### config.mk
export PLATFORM = sky130hd
export DESIGN_NAME = replicacao_de_pixels
export DESIGN_NICKNAME = d
export VERILOG_FILES = /design/src/rtl/replicacao_de_pixels_pkg.sv /design/src/rtl/replicacao_de_pixels_linha_buffer.sv /design/src/rtl/replicacao_de_pixels.sv
export SDC_FILE = /design/constraint.sdc
export NUM_CORES = 2
export LEC_CHECK = 0
export ABC_AREA = 1
export CORE_UTILIZATION = 40
export CTS_CLUSTER_SIZE = 8
export DETAILED_ROUTE_END_ITERATION = 6
export HOLD_SLACK_MARGIN = 0.12
export PLACE_DENSITY = 0.53
export SYNTH_ARGS = -nofsm -noshare
export SYNTH_HDL_FRONTEND = slang
export SYNTH_SLANG_ARGS = --single-unit
### constraint.sdc
create_clock -name clk -period 9.4 [get_ports clk]
set_input_delay 2.35 -clock clk [delete_from_list [all_inputs] [get_ports clk]]
set_output_delay 2.35 -clock clk [all_outputs]
set_load 0.01 [all_outputs]
### src/rtl/replicacao_de_pixels_pkg.sv
// Shared constants and state encoding for the coprocessor image path
// (zoom-in replication and zoom-out block average).
package replicacao_de_pixels_pkg;

   localparam int LARGURA_MAXIMA       = 320;
   localparam int LARGURA_MAXIMA_SAIDA = 640;
   localparam int LARGURA_BITS         = 10;
   localparam int PIXEL_BITS           = 8;
   localparam int ENDERECO_BITS        = $clog2(LARGURA_MAXIMA);
   localparam int CONTADOR_BITS        = 20;

   typedef enum logic [1:0] {
      S_IDLE   = 2'd0,
      S_RECEBE = 2'd1,
      S_REPETE = 2'd2
   } estado_t;

   function automatic logic [LARGURA_BITS-1:0] limita_largura(
      input logic [LARGURA_BITS-1:0] largura
   );
      if (largura > LARGURA_BITS'(LARGURA_MAXIMA)) begin
         return LARGURA_BITS'(LARGURA_MAXIMA);
      end
      return largura;
   endfunction

endpackage

### src/rtl/replicacao_de_pixels_linha_buffer.sv
// linha_buffer_rw: single-port line buffer, synchronous write, registered read.
// Contents are deliberately not reset.
module linha_buffer_rw
   import replicacao_de_pixels_pkg::*;
#(
   parameter int PROFUNDIDADE = LARGURA_MAXIMA
) (
   input  logic                     i_clk,
   input  logic                     i_we,
   input  logic [ENDERECO_BITS-1:0] i_endereco,
   input  logic [PIXEL_BITS-1:0]    i_dado,
   output logic [PIXEL_BITS-1:0]    o_dado
);

   logic [PIXEL_BITS-1:0] r_mem [0:PROFUNDIDADE-1];
   logic [PIXEL_BITS-1:0] r_dado;

   always_ff @(posedge i_clk) begin
      if (i_we) begin
         r_mem[i_endereco] <= i_dado;
      end
      r_dado <= r_mem[i_endereco];
   end

   assign o_dado = r_dado;

endmodule

### src/rtl/replicacao_de_pixels.sv
// 2x nearest-neighbour upscaler: each input pixel becomes a 2x2 output block.
// Optional macro REPLICACAO_CONTADOR_EN adds the pixels_emitidos output counter.
module replicacao_de_pixels
   import replicacao_de_pixels_pkg::*;
(
   input  logic                    clk,
   input  logic                    resetn,
   input  logic                    start,
   input  logic [LARGURA_BITS-1:0] largura_in,
   input  logic [LARGURA_BITS-1:0] altura_in,
   input  logic [PIXEL_BITS-1:0]   pixel_in,
   input  logic                    pixel_in_valid,
   output logic                    pixel_in_ready,
   output logic [PIXEL_BITS-1:0]   pixel_out,
   output logic                    pixel_out_valid,
   output logic                    processing_done,
   output estado_t                 estado_dbg
`ifdef REPLICACAO_CONTADOR_EN
   ,
   output logic [CONTADOR_BITS-1:0] pixels_emitidos
`endif
);

   // Handshake: a pixel transfers on a rising edge where pixel_in_valid and
   // pixel_in_ready are both high; ready depends on registers only, and the
   // output stream has no backpressure.

   estado_t                  r_estado;
   estado_t                  w_estado_prox;
   logic [LARGURA_BITS-1:0]  r_x;
   logic [LARGURA_BITS-1:0]  r_y;
   logic                     r_fase;
   logic [LARGURA_BITS-1:0]  r_largura;
   logic [LARGURA_BITS-1:0]  r_altura;
   logic [PIXEL_BITS-1:0]    r_hold;

   logic [LARGURA_BITS-1:0]  w_largura_lim;
   logic                     w_dim_zero;
   logic                     w_ultimo_x;
   logic                     w_ultima_linha;
   logic [LARGURA_BITS-1:0]  w_x_prox;
   logic                     w_aceita;
   logic                     w_buf_we;
   logic [ENDERECO_BITS-1:0] w_buf_end;
   logic [PIXEL_BITS-1:0]    w_buf_dado;

   assign w_largura_lim  = limita_largura(largura_in);
   assign w_dim_zero     = (w_largura_lim == '0) || (altura_in == '0);
   assign w_ultimo_x     = (r_x == r_largura - LARGURA_BITS'(1));
   assign w_ultima_linha = (r_y == r_altura - LARGURA_BITS'(1));
   assign w_x_prox       = w_ultimo_x ? '0 : r_x + LARGURA_BITS'(1);
   assign w_aceita       = pixel_in_ready && pixel_in_valid;

   always_ff @(posedge clk or negedge resetn) begin
      if (!resetn) begin
         r_estado <= S_IDLE;
      end else begin
         r_estado <= w_estado_prox;
      end
   end

   always_comb begin
      w_estado_prox = r_estado;
      unique case (r_estado)
         S_IDLE: begin
            if (start && !w_dim_zero) begin
               w_estado_prox = S_RECEBE;
            end
         end
         S_RECEBE: begin
            if (r_fase && w_ultimo_x) begin
               w_estado_prox = S_REPETE;
            end
         end
         S_REPETE: begin
            if (r_fase && w_ultimo_x) begin
               w_estado_prox = w_ultima_linha ? S_IDLE : S_RECEBE;
            end
         end
         default: w_estado_prox = S_IDLE;
      endcase
   end

   // On fase 1 the buffer already addresses the next column, so the
   // registered read data is ready for the following replay cycle.
   always_comb begin
      pixel_in_ready = (r_estado == S_RECEBE) && !r_fase;
      estado_dbg     = r_estado;
      w_buf_we       = w_aceita;
      w_buf_end      = r_fase ? w_x_prox[ENDERECO_BITS-1:0] : r_x[ENDERECO_BITS-1:0];
   end

   linha_buffer_rw #(
      .PROFUNDIDADE (LARGURA_MAXIMA)
   ) u_linha_buffer (
      .i_clk      (clk),
      .i_we       (w_buf_we),
      .i_endereco (w_buf_end),
      .i_dado     (pixel_in),
      .o_dado     (w_buf_dado)
   );

   always_ff @(posedge clk or negedge resetn) begin
      if (!resetn) begin
         r_x             <= '0;
         r_y             <= '0;
         r_fase          <= 1'b0;
         r_largura       <= '0;
         r_altura        <= '0;
         r_hold          <= '0;
         pixel_out       <= '0;
         pixel_out_valid <= 1'b0;
         processing_done <= 1'b0;
      end else begin
         pixel_out_valid <= 1'b0;
         processing_done <= 1'b0;
         unique case (r_estado)
            S_IDLE: begin
               if (start) begin
                  r_largura <= w_largura_lim;
                  r_altura  <= altura_in;
                  r_x       <= '0;
                  r_y       <= '0;
                  r_fase    <= 1'b0;
                  if (w_dim_zero) begin
                     processing_done <= 1'b1;
                  end
               end
            end
            S_RECEBE: begin
               if (!r_fase) begin
                  if (pixel_in_valid) begin
                     pixel_out       <= pixel_in;
                     pixel_out_valid <= 1'b1;
                     r_hold          <= pixel_in;
                     r_fase          <= 1'b1;
                  end
               end else begin
                  pixel_out       <= r_hold;
                  pixel_out_valid <= 1'b1;
                  r_fase          <= 1'b0;
                  r_x             <= w_x_prox;
               end
            end
            S_REPETE: begin
               if (!r_fase) begin
                  pixel_out       <= w_buf_dado;
                  pixel_out_valid <= 1'b1;
                  r_hold          <= w_buf_dado;
                  r_fase          <= 1'b1;
               end else begin
                  pixel_out       <= r_hold;
                  pixel_out_valid <= 1'b1;
                  r_fase          <= 1'b0;
                  r_x             <= w_x_prox;
                  if (w_ultimo_x) begin
                     if (w_ultima_linha) begin
                        processing_done <= 1'b1;
                     end else begin
                        r_y <= r_y + LARGURA_BITS'(1);
                     end
                  end
               end
            end
            default: begin
               r_fase <= 1'b0;
            end
         endcase
      end
   end

`ifdef REPLICACAO_CONTADOR_EN
   logic                     w_emite;
   logic [CONTADOR_BITS-1:0] r_pixels_emitidos;

   // Counts on the same edge that raises pixel_out_valid, so it tracks the stream exactly.
   assign w_emite = ((r_estado == S_RECEBE) && (r_fase || pixel_in_valid)) ||
                    (r_estado == S_REPETE);

   always_ff @(posedge clk or negedge resetn) begin
      if (!resetn) begin
         r_pixels_emitidos <= '0;
      end else if ((r_estado == S_IDLE) && start) begin
         r_pixels_emitidos <= '0;
      end else if (w_emite && (r_pixels_emitidos != '1)) begin
         r_pixels_emitidos <= r_pixels_emitidos + CONTADOR_BITS'(1);
      end
   end

   assign pixels_emitidos = r_pixels_emitidos;
`endif

endmodule
; Word-level counts from Yosys, hierarchy flattened
; Memory sizes are Yosys's and may differ from the RTL's. A register that Yosys moved wholly into a read port is not among the register bits.
; Index checks and enable logic that the tools add are counted.
[word_totals]
ff_bits = 61
mem_bits_rw = 2560
input_bits = 32
output_inout_bits = 13
elab_cells = 89
n_memories = 1
[classes]
addsub = 4
magnitude_cmp = 1
eq_ne = 15
muxes = 38
n_reduce_logical = 20
[mem_list]
columns = memory, words, word_bits, rd, rd_clocked_by_memory_dff, write_ports, line_no
row1 = u_linha_buffer.r_mem, 320, 8, 1, 1, 1, replicacao_de_pixels_linha_buffer.sv:15  ; logic [PIXEL_BITS-1:0] r_mem [0:PROFUNDIDADE-1];
[op_table]
columns = cell, n
row1 = 2-to-1 mux 10 bit, 8
row2 = case mux 10 bit (2 select lines), 2
row3 = 2-to-1 mux 8 bit, 4
row4 = case mux 8 bit (2 select lines), 2
row5 = "adder 10 x 1 -> 10 bit, second input constant", 2
row6 = == test 10 bit, 2
row7 = zero test 10 bit, 2
row8 = "subtractor 10 x 1 -> 10 bit, second input constant", 2
row9 = "!= test 2 bit, second input constant", 9
row10 = 2-to-1 mux 1 bit, 14
row11 = "> comparator 10 x 9 -> 1 bit, second input constant", 1
row12 = 2-to-1 mux 9 bit, 1
row13 = AND reduction 3 bit, 3
row14 = 2-to-1 mux 2 bit, 3
row15 = case mux 2 bit (3 select lines), 1
row16 = nonzero test 2 bit, 3
row17 = AND reduction 5 bit, 1
row18 = logical AND 1 bit, 4
row19 = case mux 1 bit (2 select lines), 2
row20 = AND reduction 2 bit, 2
row21 = "!= test 3 bit, second input constant", 1
row22 = case mux 1 bit (3 select lines), 1
row23 = "== test 2 x 1 -> 1 bit, second input constant", 1
row24 = "== test 2 bit, second input constant", 1
row25 = 5 further kinds, 6

; Depth between registers and ports, before layout
[depth]
ltp_word = 9
ltp_mapped = 28
mapped_depth_nobuf = 26

; Hierarchy
; From an unflattened synthesis, not the netlist that was laid out.
[unflattened]
hier_cells = 9897
hier_area_um2 = 107858.4
[by_module_without_submodules]
columns = module, instances, cells_per_inst, area_each_um2, seq_area_each_um2
row1 = linha_buffer_rw, 1, 9300, 103759.5, 77033.9
row2 = replicacao_de_pixels, 1, 597, 4098.9, 1526.5

; Least setup slack after synthesis
; OpenSTA, ideal clock, no wires.
[synth_path]
path_type = input-to-reg
start = input port pixel_in_valid
end = memory u_linha_buffer.r_mem[0][0] (enable)
t_arrival_ns = 3.358
t_required_ns = 9.030
slack_ns = 5.672
cell_stages = 5
path_cell_list = nand2_1 -> nor3_2 -> nand2_1 -> buf_2 -> nor2_1
[synth_via]
elab_chain_cells = 3
[synth_lines]
columns = item, line_no
row1 = "start, declared", replicacao_de_pixels.sv:12  ; input logic pixel_in_valid,
row2 = logical AND 1 bit, replicacao_de_pixels.sv:52  ; assign w_aceita = pixel_in_ready && pixel_in_valid;
row3 = 2-to-1 mux 1 bit, replicacao_de_pixels_linha_buffer.sv:19  ; if (i_we) begin
row4 = 2-to-1 mux 1 bit (not written as such), replicacao_de_pixels_linha_buffer.sv:20  ; r_mem[i_endereco] <= i_dado;
row5 = "end, declared", replicacao_de_pixels_linha_buffer.sv:15
; Every way passes these cells.

; Worst setup path in the final report
[layout_path]
start = register r_largura[0]
end = register u_linha_buffer.r_dado[7], in the netlist u_linha_buffer.o_dado[7] (read register of u_linha_buffer.r_mem)
[layout_via]
elab_chain_cells = 4
[layout_lines]
columns = item, line_no
row1 = "start, declared", replicacao_de_pixels.sv:33  ; logic [LARGURA_BITS-1:0] r_largura;
row2 = "start signal, assigned", replicacao_de_pixels.sv:120  ; r_largura <= w_largura_lim;
row3 = subtractor 10 x 1 -> 10 bit, replicacao_de_pixels.sv:49  ; assign w_ultimo_x = (r_x == r_largura - LARGURA_BITS'(1));
row4 = == test 10 bit, replicacao_de_pixels.sv:49
row5 = 2-to-1 mux 10 bit, replicacao_de_pixels.sv:51  ; assign w_x_prox = w_ultimo_x ? '0 : r_x + LARGURA_BITS'(1);
row6 = 2-to-1 mux 9 bit, replicacao_de_pixels.sv:90  ; w_buf_end = r_fase ? w_x_prox[ENDERECO_BITS-1:0] : r_x[ENDERECO_BITS-1:0];
row7 = "end, declared", replicacao_de_pixels_linha_buffer.sv:16  ; logic [PIXEL_BITS-1:0] r_dado;
; Every way passes these cells.
; A chain may end at the register's enable or synchronous reset.

==> results.toml <==
[clocking]
numCtsBuffers = 370
hold_buffers = 0
clkLatencyLatePin_ns = 0.93
cts_max_path_buffers = 4
cts_sinks = 2629
root_buffer = "clkbuf_16"
cts_setup_buffers = 0
htree_levels = 5
cts.reportedPaths.clkPinSlew_ns = 0.06
cts.repair.resized = 0
cts_tree = "done"

[setup_path]
r2r-start = "r_largura[0]$_DFFE_PN0P_"
crit_slowest_cell = "nand2_4"
cp-end-kind = "flip-flop"
r2r_setup_slack_ns = 2.71
crit_buf_inv = 4
path_class = "reg2reg"
cp-start-kind = "flip-flop"
cp-startpoint = "r_largura[0]$_DFFE_PN0P_"
critPathMaxFanout = 134
slowest_delay_ns = 0.95
worst_ep_required_time_ns = 10.20
cp_data_arrival_time_ns = 7.49
cp_cell_sequence = "inv_1 -> ha_1 -> nand2_1 -> inv_1 -> nor2_1 -> nand2_1 -> nor2_1 -> nand3_1 -> nor2_1 -> nand3_1 -> nand2_4 -> nand2_8 -> buf_12 -> buf_4 -> nand3_1 -> nand4_1 -> nand2_1 -> nand2_1 -> o21ai_0 -> nand3_1 -> nand3_1 -> nand2_1"
path_delay_family = "simple AND/OR/NAND/NOR gates"

[synthesis]
synth_compound_area_share_pct = 2.61
synth_area_leaders = "edfxtp_1 (68%), nand2_1 (16%), nand3_1 (6.0%), nor2_1 (2.0%), buf_2 (1.7%)"
synth_cell_types = 40
synth_ff_type = "edfxtp_1"
async_flop_share_pct = 2.32
ys_seq_area_share_pct = 69.7
synth_top_family_by_area = "simple AND/OR/NAND/NOR gates"
synthCells = 10700
syn_nets = 10800
ys_ff_latch = 2629
yosysTopAreaCell = "edfxtp_1"
synthSimpleGateAreaFrac_pct = 24.1
synth.area.mux_share_pct = 0
syn_area_um2 = 113000
synth_edf_count = 2560
synth.most_common_cell = "nand2_1"
synth_top_area_share_pct = 68.2
synth.avg_cell_area_um2 = 10.5
synth_xor_area_share_pct = 0.179
yosys-top-cells-count = "nand2_1 (4655), edfxtp_1 (2560), nand3_1 (1355)"
synthAdderAreaFrac_pct = 0.0889
synth_warnings = 0

[sta]
worst_slew_pin_slew_ns = 1.45
holdWs_ns = 0.523
tns_ns = 0
hold_viol = 0
rsz0062_at_grt = "no"
finalCritPeriodShare_pct = 71.2
max_freq_mhz = 149
setup_violations = 0
min_period_ns = 6.69
report.final.slew_viol_count = 0
clock-skew-final_ns = 0.0676
relSlewSlack_pct = 2.86

[route]
wirelength_um = 361000
drt_iter0_markers = 9420
vias_per_cell = 5.54
wl_met1_um = 156000
dr_wl_met2_um = 164000
antenna_left = 0
wl_met3_um = 31400
wl_per_cell_um = 25.1
vias = 79600
firstDrtPassIters = 7
drc = 14
maxUsedRoutingLayer = "met5"

[floorplan]
fp.dieW_um = 533
dieArea_um2 = 284000
ios = 45
start_util_pct = 40.3
rows = 194
die_height_um = 533
core_um2 = 280000

[global_routing]
gr-total-overflow = 0
grt_pass1_wl_um = 532000
grt_max_degree = 212
track_usage_pct = 25.0
grt_pass1_vias = 77400
antenna_found_initial = 17

[final_layout]
nets = 10600
register_area_um2 = 78600
fill_cells = 25900
multiInputGateArea_um2 = 30500
areaGrowthSynthToFinish_pct = 11.8
fin_util_pct = 45.0
final_layout_size_suffix_gt1_share_pct = 5.39

[power_and_ir_drop]
power_mw = 41.2
power.density_nw_per_um2 = 327
peakVddDrop_mv = 0.427
leakagePower_nw = 48.0

[run_status]
status = "complete, but fails checks"
violations = "design-rule violations"

[place]
dp_hpwl_um = 198000
port_buffers = 44
routabilityCongestion = 0.862

[min_path]
min_path_type = "reg2reg"
hold_start = "r_largura[9]$_DFFE_PN0P_"

[flow_run]
max_cap_violations = 0
-- layout by cell type (no fill, tap or decap), drive strengths merged, types with 2 or more instances in the layout --
master and count:
clkinv 10, clkdlybuf4s50 35, nor2 612, a41oi 14, ha 8, nand2 4659
inv 95, nand3b 3, nand4 61, a211oi 2, dfxtp 8, xnor2 7
diode 4, o22ai 11, nand3 1355, nor4 5, or2 2, clkbuf 447
a21oi 292, buf 137, edfxtp 2560, nor3 8, xor2 16, dfrtp 61
o31ai 3, o21ai 242
-- metal layers --
layer	global-route usage, %	vias up
li1	-	36100
met1	36.0	39500
met2	38.6	3555
met3	4.31	517
met4	7.38	2
met5	0	-
-- registers in the layout (all words and copies together) (netlist names) --
| name | cells |
|---|---|
| u_linha_buffer.r_mem | 2560 |
| pixel_out_valid | 1 |
| estado_dbg | 2 |
| r_fase | 1 |
| r_largura | 10 |
| u_linha_buffer.o_dado | 8 |
| r_hold | 8 |
| r_x | 10 |
| pixel_out | 8 |
| processing_done | 1 |
| r_y | 10 |
| r_altura | 10 |
-- final cells by class --
cell class	count	share of cell area, %
Antenna cell	4	0.00795
Clock buffer	447	7.68
Clock inverter	18	0.241
Inverter	87	0.263
Multi-Input combinational cell	7305	24.2
Sequential cell	2629	62.4
Tap cell	3724	3.70
Timing Repair Buffer	172	1.51
-- worst register-to-register path: cells and delay by family, from the launching register on --
family	cells	cell delay, ns
AO/OA/AOI/OAI	1	0.82
adder cells (fa/ha/maj)	1	0.27
flip-flops	1	0.38
buffers and inverters	4	1.60
AND/OR/NAND/NOR	16	3.58
-- stage by stage --
step	area (µm²)	cells	setup WS (ns)
5_1_grt	126000	14400	2.37
4_1_cts	126000	14400	2.96
3_5_place_dp	116000	13900	2.95
6_report	126000	14400	2.71
3_3_place_gp	116000	13900	2.81
2_1_floorplan	113000	10700	5.67
-- cells by family after synthesis --
| kind of cell | after synthesis |
|---|---|
| simple gates | 6707 |
| flops | 2629 |
| buf+inv | 798 |
| compound gates | 567 |
| xor+xnor | 23 |
| fa+ha+maj | 8 |
-- final timing paths --
path                                                    end  cells after the start
max                        u_linha_buffer.o_dado[7]$_DFF_P_                     22
min in group asynchronous          pixel_out[3]$_DFFE_PN0P_                      2
max in group asynchronous          r_largura[2]$_DFFE_PN0P_                      2
min                                r_largura[9]$_DFFE_PN0P_                      2
min reg2reg                        r_largura[9]$_DFFE_PN0P_                      2
max reg2reg                u_linha_buffer.o_dado[7]$_DFF_P_                     22
-- power by group --
part	total (mW)	switching (mW)	internal [mW]
registers	13.2	0.139	13.0
logic	16.1	12.0	4.08
clock network	12.0	4.88	7.12
total	41.2	17.0	24.2
No activity file was read; power rests on OpenSTA's default activity.
